## src/rtl/round_robin_merger.sv

```systemverilog
`default_nettype none
// ============================================================================
//  Module   : round_robin_merger
//  Purpose  : Merges four valid/ready sources onto one registered output
//             stream using a round-robin arbiter.  The beat on dout is tagged
//             with the index of the source it came from (dout_addr), so this
//             block is the inverse of a 1-to-4 address router.
//  Revision : 1.0  initial release
// ----------------------------------------------------------------------------
//  Ports
//    clk                 in   rising-edge clock
//    reset               in   synchronous active-high reset
//    din0..din3          in   source data, DATA_WIDTH bits each
//    din_valid[3:0]      in   per-source beat present
//    din_ready[3:0]      out  per-source beat taken (at most one bit high)
//    dout                out  merged data (registered)
//    dout_addr[1:0]      out  source index of the beat on dout
//    dout_valid          out  dout/dout_addr hold a beat
//    dout_ready          in   sink accepts the beat
// ============================================================================
module round_robin_merger #(
  parameter int DATA_WIDTH = 32
) (
  input  logic                  clk,
  input  logic                  reset,
  input  logic [DATA_WIDTH-1:0] din0,
  input  logic [DATA_WIDTH-1:0] din1,
  input  logic [DATA_WIDTH-1:0] din2,
  input  logic [DATA_WIDTH-1:0] din3,
  input  logic [3:0]            din_valid,
  output logic [3:0]            din_ready,
  output logic [DATA_WIDTH-1:0] dout,
  output logic [1:0]            dout_addr,
  output logic                  dout_valid,
  input  logic                  dout_ready
);

  // Last-grant pointer; the search starts one past it.
  logic [1:0]            lg;
  logic                  slot_free;
  logic                  grant_found;
  logic [1:0]            grant_idx;
  logic [1:0]            idx;
  logic                  take;
  logic [DATA_WIDTH-1:0] grant_data;

  // The output register can take a new beat when empty or being drained.
  assign slot_free = !dout_valid || dout_ready;

  // First valid source in order lg+1 .. lg+4; 2-bit wrap gives the modulo.
  always_comb begin
    grant_found = 1'b0;
    grant_idx   = 2'd0;
    idx         = 2'd0;
    for (int k = 1; k <= 4; k++) begin
      idx = lg + 2'(k);
      if (!grant_found && din_valid[idx]) begin
        grant_found = 1'b1;
        grant_idx   = idx;
      end
    end
  end

  // Ready depends only on state, din_valid, dout_ready and reset; data
  // never reaches any output combinationally.
  always_comb begin
    din_ready = 4'b0000;
    if (grant_found && slot_free && !reset) begin
      din_ready[grant_idx] = 1'b1;
    end
  end

  assign take = |din_ready;

  always_comb begin
    grant_data = din0;
    case (grant_idx)
      2'd0:    grant_data = din0;
      2'd1:    grant_data = din1;
      2'd2:    grant_data = din2;
      2'd3:    grant_data = din3;
      default: grant_data = din0;
    endcase
  end

  // An input transfer overwrites the output register even when the current
  // beat leaves in the same cycle, which gives back-to-back throughput.
  always_ff @(posedge clk) begin
    if (reset) begin
      dout       <= '0;
      dout_addr  <= 2'd0;
      dout_valid <= 1'b0;
      lg         <= 2'd3;
    end else if (take) begin
      dout       <= grant_data;
      dout_addr  <= grant_idx;
      dout_valid <= 1'b1;
      lg         <= grant_idx;
    end else if (dout_ready) begin
      dout_valid <= 1'b0;
    end
  end

endmodule
`default_nettype wire
```

## config.mk

```make
export PLATFORM = sky130hd
export DESIGN_NAME = round_robin_merger
export DESIGN_NICKNAME = d
export VERILOG_FILES = /design/src/rtl/round_robin_merger.sv
export SDC_FILE = /design/constraint.sdc
export NUM_CORES = 1
export LEC_CHECK = 0
export CAP_MARGIN = 20
export CORE_MARGIN = 10
export CORE_UTILIZATION = 25
export CTS_CLUSTER_SIZE = 30
export DETAILED_ROUTE_END_ITERATION = 16
export HOLD_SLACK_MARGIN = 0.02
export PLACE_DENSITY = 0.71
export SLEW_MARGIN = 20
export SYNTH_ARGS = -nofsm -noshare
export SYNTH_HDL_FRONTEND = slang
export SYNTH_SLANG_ARGS = --single-unit
```

## constraint.sdc

```tcl
create_clock -name clk -period 2 [get_ports clk]
set_input_delay 0.4 -clock clk [delete_from_list [all_inputs] [get_ports clk]]
set_output_delay 0.4 -clock clk [all_outputs]
set_load 0.02 [all_outputs]
```

==> reports/summary.txt, run 1 <==
syn_nets: 434
layout cells sized above 1: 13.66%
fmax: 509.9 MHz
DR iter-0 viols: 109
worst clock skew: 4.575 ps
Placed Cells incl. Taps: 577
IO buf count: 173
switching power: 993.3 uW
Power Density: 676.2 nW/um2
Worst-path clk slew: 80 ps
Setup TNS: 0 ps
leak pwr: 1.737 nW
final hold slack: 459.1 ps
post-layout util: 49.69%
placed cell area: 4199 um2
data required time at the worst endpoint: 1600 ps
Final Hold Viols: 0
CTS Buf Count: 5
Critical Path Sink Type: output pin
area delta synth->final: 90.87%
Pint: 1.980 mW
slowest CP cell: dfxtp_4
PnR Total Power: 2.973 mW
initial antenna violation count: 0
sequential area share after synthesis: 32.16%
dpl hpwl: 8.089 mm
Arrival @ worst endpoint: 1560 ps
Setup WS post-layout: 38.65 ps
number of synthesized register bits: 37
vias per std cell: 5.066
core area: 8848 um2
Final #Nets: 617
DRT antenna net count: 0
die area: 13,450 um2
FF-to-FF End: dout[4]$_SDFFE_PP0P_
Hold Path Depth: 2
kind of critical path: register to output pin
Fill cells: 888
CTS root buffer: clkbuf_8
max-slew violation count: 0
Crit path largest cell delay: 360 ps
Tot GR Track Use: 14.96%
CP cell instances: and2b_4, o21ai_2, o211ai_1, buf_4, nor2b_4, buf_6
Post-Synthesis Cells: 299
DR WL/cell: 18.40 um
GP Congestion: 0.8957
IO Count: 174
Worst Tran Pin Value: 401.2 ps
Logic pwr share: 46.0%
# diodes: 0
clock buffer depth: 2
R2R depth: 8
status: finished clean
H-tree Lvls: 2
Starting Density: 26.03%
R2R setup slack: 130 ps
Sw Share: 33.41%
clock power share: 22.9%
startpoint types: register
overflow left after global routing: 0
Yosys Warn Count: 0
drt first pass iters: 4
Mapped Area: 2303 um2
worst hold-check path type: register to register
routed vias: 2,994
Final Instance Area: 4397 um2
RSZ-0062 raised after global routing: yes
final setup vio count: 0
Seq pwr share: 31.1%
clk_lat worst skew: 280 ps
DP Worst Slack: -717.9 ps
CTS tree: built
global-route wire length before repair: 16.19 mm
Hold Path End: dout_addr[1]$_SDFFE_PP0P_
Final Non-Filler Cells: 591
fin crit share: 98.07%
die span in x: 116.0 um
vias in the first global route: 3,131
most common cell after layout, fill and taps aside: clkdlybuf4s50_1
post-synth cell types: 28
remaining routing DRC violations: 0
drt total wl: 10.87 mm
Slew headroom: 73.26%
clock sink total: 37
Peak VDD IR: 0.3965 mV
chip height: 116.0 um
Max-Cap Viols: 0
HP Start: dout_addr[1]$_SDFFE_PP0P_
largest net degree at the start of global routing: 37
CP Max Fanout: 5
Tmin final: 1961 ps
Mapped Avg Cell Area: 7.704 um2
r2r startpoint: lg[1]$_SDFFE_PP1P_
most frequent cells in the layout: clkdlybuf4s50_1 (163), nand2_1 (67), dfxtp_1 (36)
Rows: 34
synthesized netlist by cell type:
master    number  area [um2]
o211ai_1       2       15.01
buf_4          2       15.01
o221ai_2       1       15.01
nor3_2         2       20.02
o21ai_0        5       25.02
a21oi_1        4       20.02
nor2b_1        5       31.28
and2_1         1       6.260
o221ai_1      31       271.5
or3_1          1       6.260
nand3b_1      32       240.2
buf_2          8       40.04
nor2_1         8       30.03
o32ai_1        1       8.760
nor4_1         1       6.260
inv_1          1       3.750
clkbuf_1      11       41.29
and2b_4        1       10.01
o21ai_1       29       145.1
o221a_2        1       11.26
nand2_1       68       255.2
o31ai_2        1       12.51
dfxtp_1       37       740.7
buf_6          8       90.09
a211oi_2       1       12.51
nor3_1         3       15.01
or3b_1         1       8.760
and3_1        33       206.5
state kept, by name (all words and copies together) (netlist names):
name / count
dout_addr: 2
dout: 32
dout_valid: 1
lg: 2
cell type report:
cell class | instances | area [um2] | area share, %
repair buffers | 205 | 1952 | 44.39
multi-input cells | 232 | 1445 | 32.87
clock buffers | 7 | 86.33 | 1.964
flip-flops and latches | 37 | 744.5 | 16.93
clock inverters | 1 | 30.03 | 0.6830
inverters | 1 | 3.754 | 0.08537
well taps | 108 | 135.1 | 3.073
how the worst max path moves through the flow:
stage                        from            to  slack [ps]  depth (start not counted)
2_1_floorplan        din_valid[2]  din_ready[0]          10                          6
3_3_place_gp         din_valid[0]  din_ready[3]        -660                          7
3_5_place_dp         din_valid[3]  din_ready[0]        -720                          6
4_1_cts              din_valid[3]  din_ready[0]           6                          6
5_1_grt        lg[0]$_SDFFE_PP1P_  din_ready[3]         -20                          6
6_report       lg[0]$_SDFFE_PP1P_  din_ready[3]          40                          6
logic make-up after synthesis:
group | count (synthesis) | synth area share [%]
AOI/OAI and AO/OA | 76 | 23.30
buffers and inverters | 30 | 8.256
DFF | 37 | 32.16
and+or+nand+nor | 156 | 36.28
layer usage:
| metal | track usage, % | share of wire [%] | wire length, um | up-vias |
|---|---|---|---|---|
| li1 | - | - | - | 1458 |
| met1 | 16.64 | 40 | 4346 | 1392 |
| met2 | 26.36 | 48 | 5240 | 129 |
| met3 | 5.995 | 10 | 1137 | 15 |
| met4 | 3.086 | 1.4 | 148 | 0 |
| met5 | 0 | 0 | 0 | - |
timing repair:
item	in CTS	in global routing
pin swaps	5	4
hold buffers	0	0
endpoints found under the setup margin	36	6
gates resized for setup	38	14
buffers inserted	6	0
hold endpoints to repair	0	0
worst max-delay path, delay by kind of cell (launching register included):
family,cells,cell delay (ps)
buffers and inverters,2,290
and+or+nand+nor,2,430
DFF,1,360
AOI/OAI and AO/OA,2,200
power by group through the flow:
stage	registers (mW)	clock network, mW	logic (mW)
6_report	0.925	0.680	1.37
5_1_grt	0.941	0.743	1.47
4_1_cts	0.925	0.710	1.37
3_5_place_dp	0.940	0	1.33
3_3_place_gp	0.933	0	1.31
2_1_floorplan	1.08	0	0.509
(Power assumes the default switching activity.)
==> inputs of run 2 (changes only) <==
- CORE_UTILIZATION: 25 -> 34
- PLACE_DENSITY: 0.71 -> 0.9
- REMOVE_ABC_BUFFERS: not set -> 1
==> run 2 against run 1 <==
  * The run now ends with setup timing left
  * Routed wire length up 2.2%
  * Die area is 22% lower
  * Non-clock buffer count decreased by 7
  * Sequential power up 0.9%
  * Utilization grew 17 points
  * Hold slack improved by 23 ps
  * Maximum frequency fell by 5.5%
  * Combinational power about the same
  * Worst setup slack lost 110 ps
  * Critical path depth is 1 higher
  * First-iteration DRC count shrank 6.4%
  * Count of clock-buffer cells in the layout shrank 1
  * Critical path type unchanged
  * Largest cell class unchanged
  * Largest power group unchanged
==> reports/summary.txt, run 2 (synthesis gave the netlist of run 1 again) <==
clock buffer depth: 2 (unchanged)
worst hold-check path type: register to register (unchanged)
global-route wire length before repair: 16.59 mm (was 16.19 mm)
worst clock skew: 4.107 ps (was 4.575 ps)
die span in x: 102.3 um (was 116.0 um)
initial antenna violation count: 0 (unchanged)
drt total wl: 11.12 mm (was 10.87 mm)
most common cell after layout, fill and taps aside: clkdlybuf4s50_1 (unchanged)
Max-Cap Viols: 0 (unchanged)
CTS Buf Count: 5 (unchanged)
DP Worst Slack: -845.4 ps (was -717.9 ps)
DR WL/cell: 20.10 um (was 18.40 um)
Slew headroom: 71.65% (was 73.26%)
Setup TNS: -149.6 ps (was 0 ps)
Rows: 29 (was 34)
failing checks: setup timing
overflow left after global routing: 0 (unchanged)
dpl hpwl: 8.276 mm (was 8.089 mm)
CP Max Fanout: 5 (unchanged)
H-tree Lvls: 2 (unchanged)
max-slew violation count: 0 (unchanged)
Final #Nets: 610 (was 617)
Worst-path clk slew: 80 ps (about the same)
vias in the first global route: 3,204 (was 3,131)
status: complete, but fails checks (was finished clean)
CTS Hold Bufs: 0 (unchanged)
leak pwr: 1.698 nW (was 1.737 nW)
CTS root buffer: clkbuf_8 (unchanged)
# diodes: 0 (unchanged)
Tmin final: 2075 ps (was 1961 ps)
PnR Total Power: 2.824 mW (was 2.973 mW)
Power Density: 652.8 nW/um2 (was 676.2 nW/um2)
fmax: 481.8 MHz (was 509.9 MHz)
Setup WS post-layout: -75.43 ps (was 38.65 ps)
routed vias: 3,031 (was 2,994)
Critical Path Sink Type: output pin (unchanged)
vias per std cell: 5.481 (was 5.066)
drt first pass iters: 4 (unchanged)
fin crit share: 103.8% (was 98.07%)
area delta synth->final: 87.78% (was 90.87%)
layout cells sized above 1: 12.61% (was 13.66%)
Arrival @ worst endpoint: 1680 ps (was 1560 ps)
Final Hold Viols: 0 (unchanged)
final setup vio count: 2 (was 0)
core area: 6459 um2 (was 8848 um2)
Worst Tran Pin Value: 425.3 ps (was 401.2 ps)
IO Count: 174 (unchanged)
post-layout util: 66.97% (was 49.69%)
clk_lat worst skew: 290 ps (was 280 ps)
startpoint types: register (unchanged)
GP Congestion: 0.8279 (was 0.8957)
Largest Register: dout (unchanged)
data required time at the worst endpoint: 1600 ps (about the same)
CTS tree: built (unchanged)
most frequent cells in the layout: clkdlybuf4s50_1 (164), nand2_1 (67), dfxtp_1 (35) (was clkdlybuf4s50_1 (163), nand2_1 (67), dfxtp_1 (36))
clock sink total: 37 (unchanged)
RSZ-0062 raised after global routing: yes (unchanged)
max reg flops: 32 (unchanged)
DRT antenna net count: 0 (unchanged)
Peak VDD IR: 0.3223 mV (was 0.3965 mV)
die area: 10,470 um2 (was 13,450 um2)
biggest registers after layout: dout: 32 flops, dout_addr: 2 flops, lg: 2 flops (unchanged)
Starting Density: 35.66% (was 26.03%)
chip height: 102.3 um (was 116.0 um)
DR iter-0 viols: 102 (was 109)
remaining routing DRC violations: 0 (unchanged)
IO buf count: 173 (unchanged)
Tot GR Track Use: 20.05% (was 14.96%)
kind of critical path: register to output pin (unchanged)
largest net degree at the start of global routing: 38 (was 37)
## run 2: cell count changes in the layout (fill, tap and decap cells not counted), sizes merged
| cell | delta |
|---|---|
| buf | -7 |
| clkinv | +2 |
| bufbuf | +1 |
| dlymetal6s2s | -1 |
| clkdlybuf4s50 | +1 |
| bufinv | -1 |
| clkbuf | -4 |
| clkdlybuf4s15 | +2 |
## run 2: final timing paths
check                           slack [ps]  cells past startpoint            startpoint                   end
worst max register to register         220                      6    lg[0]$_SDFFE_PP1P_  dout[5]$_SDFFE_PP0P_
worst min register to register         480                      2  dout[8]$_SDFFE_PP0P_  dout[8]$_SDFFE_PP0P_
worst min-delay path                   480                      2  dout[8]$_SDFFE_PP0P_  dout[8]$_SDFFE_PP0P_
worst max-delay path                   -80                      7    lg[0]$_SDFFE_PP1P_          din_ready[1]
## run 2: area by class of cell
cell class | instances | area, um2
Multi-Input combinational cell | 232 | 1431
Inverter | 1 | 3.754
Clock buffer | 6 | 72.57
Clock inverter | 2 | 10.01
Fill cell | 548 | 2133
Timing Repair Buffer | 198 | 1966
Tap cell | 77 | 96.34
Sequential cell | 37 | 745.7
## run 2: per-stage QoR
stage | std cells | area, um2 | hold WS (ps)
finish | 553 | 4325 | 482.2
global route | 553 | 4325 | 500.9
detailed placement | 543 | 4136 | 468.8
CTS | 553 | 4300 | 481.3
global placement | 543 | 4136 | 454.8
floorplan | 270 | 2117 | 469.1
## run 2: routing by layer
metal / wire (um) / GRT usage [%] / share of wire, % / up-vias
met5: 0 / 0 / 0 / -
met4: 167 / 5.531 / 1.5 / 0
met1: 4187 / 20.42 / 38 / 1439
met3: 953 / 7.490 / 8.6 / 13
li1: - / - / - / 1454
met2: 5807 / 37.43 / 52 / 125
## run 2: timing repair
action	CTS	global route
gates resized for setup	41	13
pin swaps	5	3
gates cloned	1	0
hold endpoints to repair	0	0
endpoints found under the setup margin	25	4
buffers inserted	1	0
## run 2: power breakdown
| group | switching, mW | internal, mW |
|---|---|---|
| clock network | 0.280 | 0.242 |
| logic | 0.648 | 0.720 |
| registers | 0.0716 | 0.862 |
## run 2: critical path, stage by stage (launching register included)
cell      delay (ps)
dfxtp_4          370
and2b_4          200
o21ai_2          110
o211ai_1         110
buf_4            170
buf_6            120
and3_4           170
buf_6            130
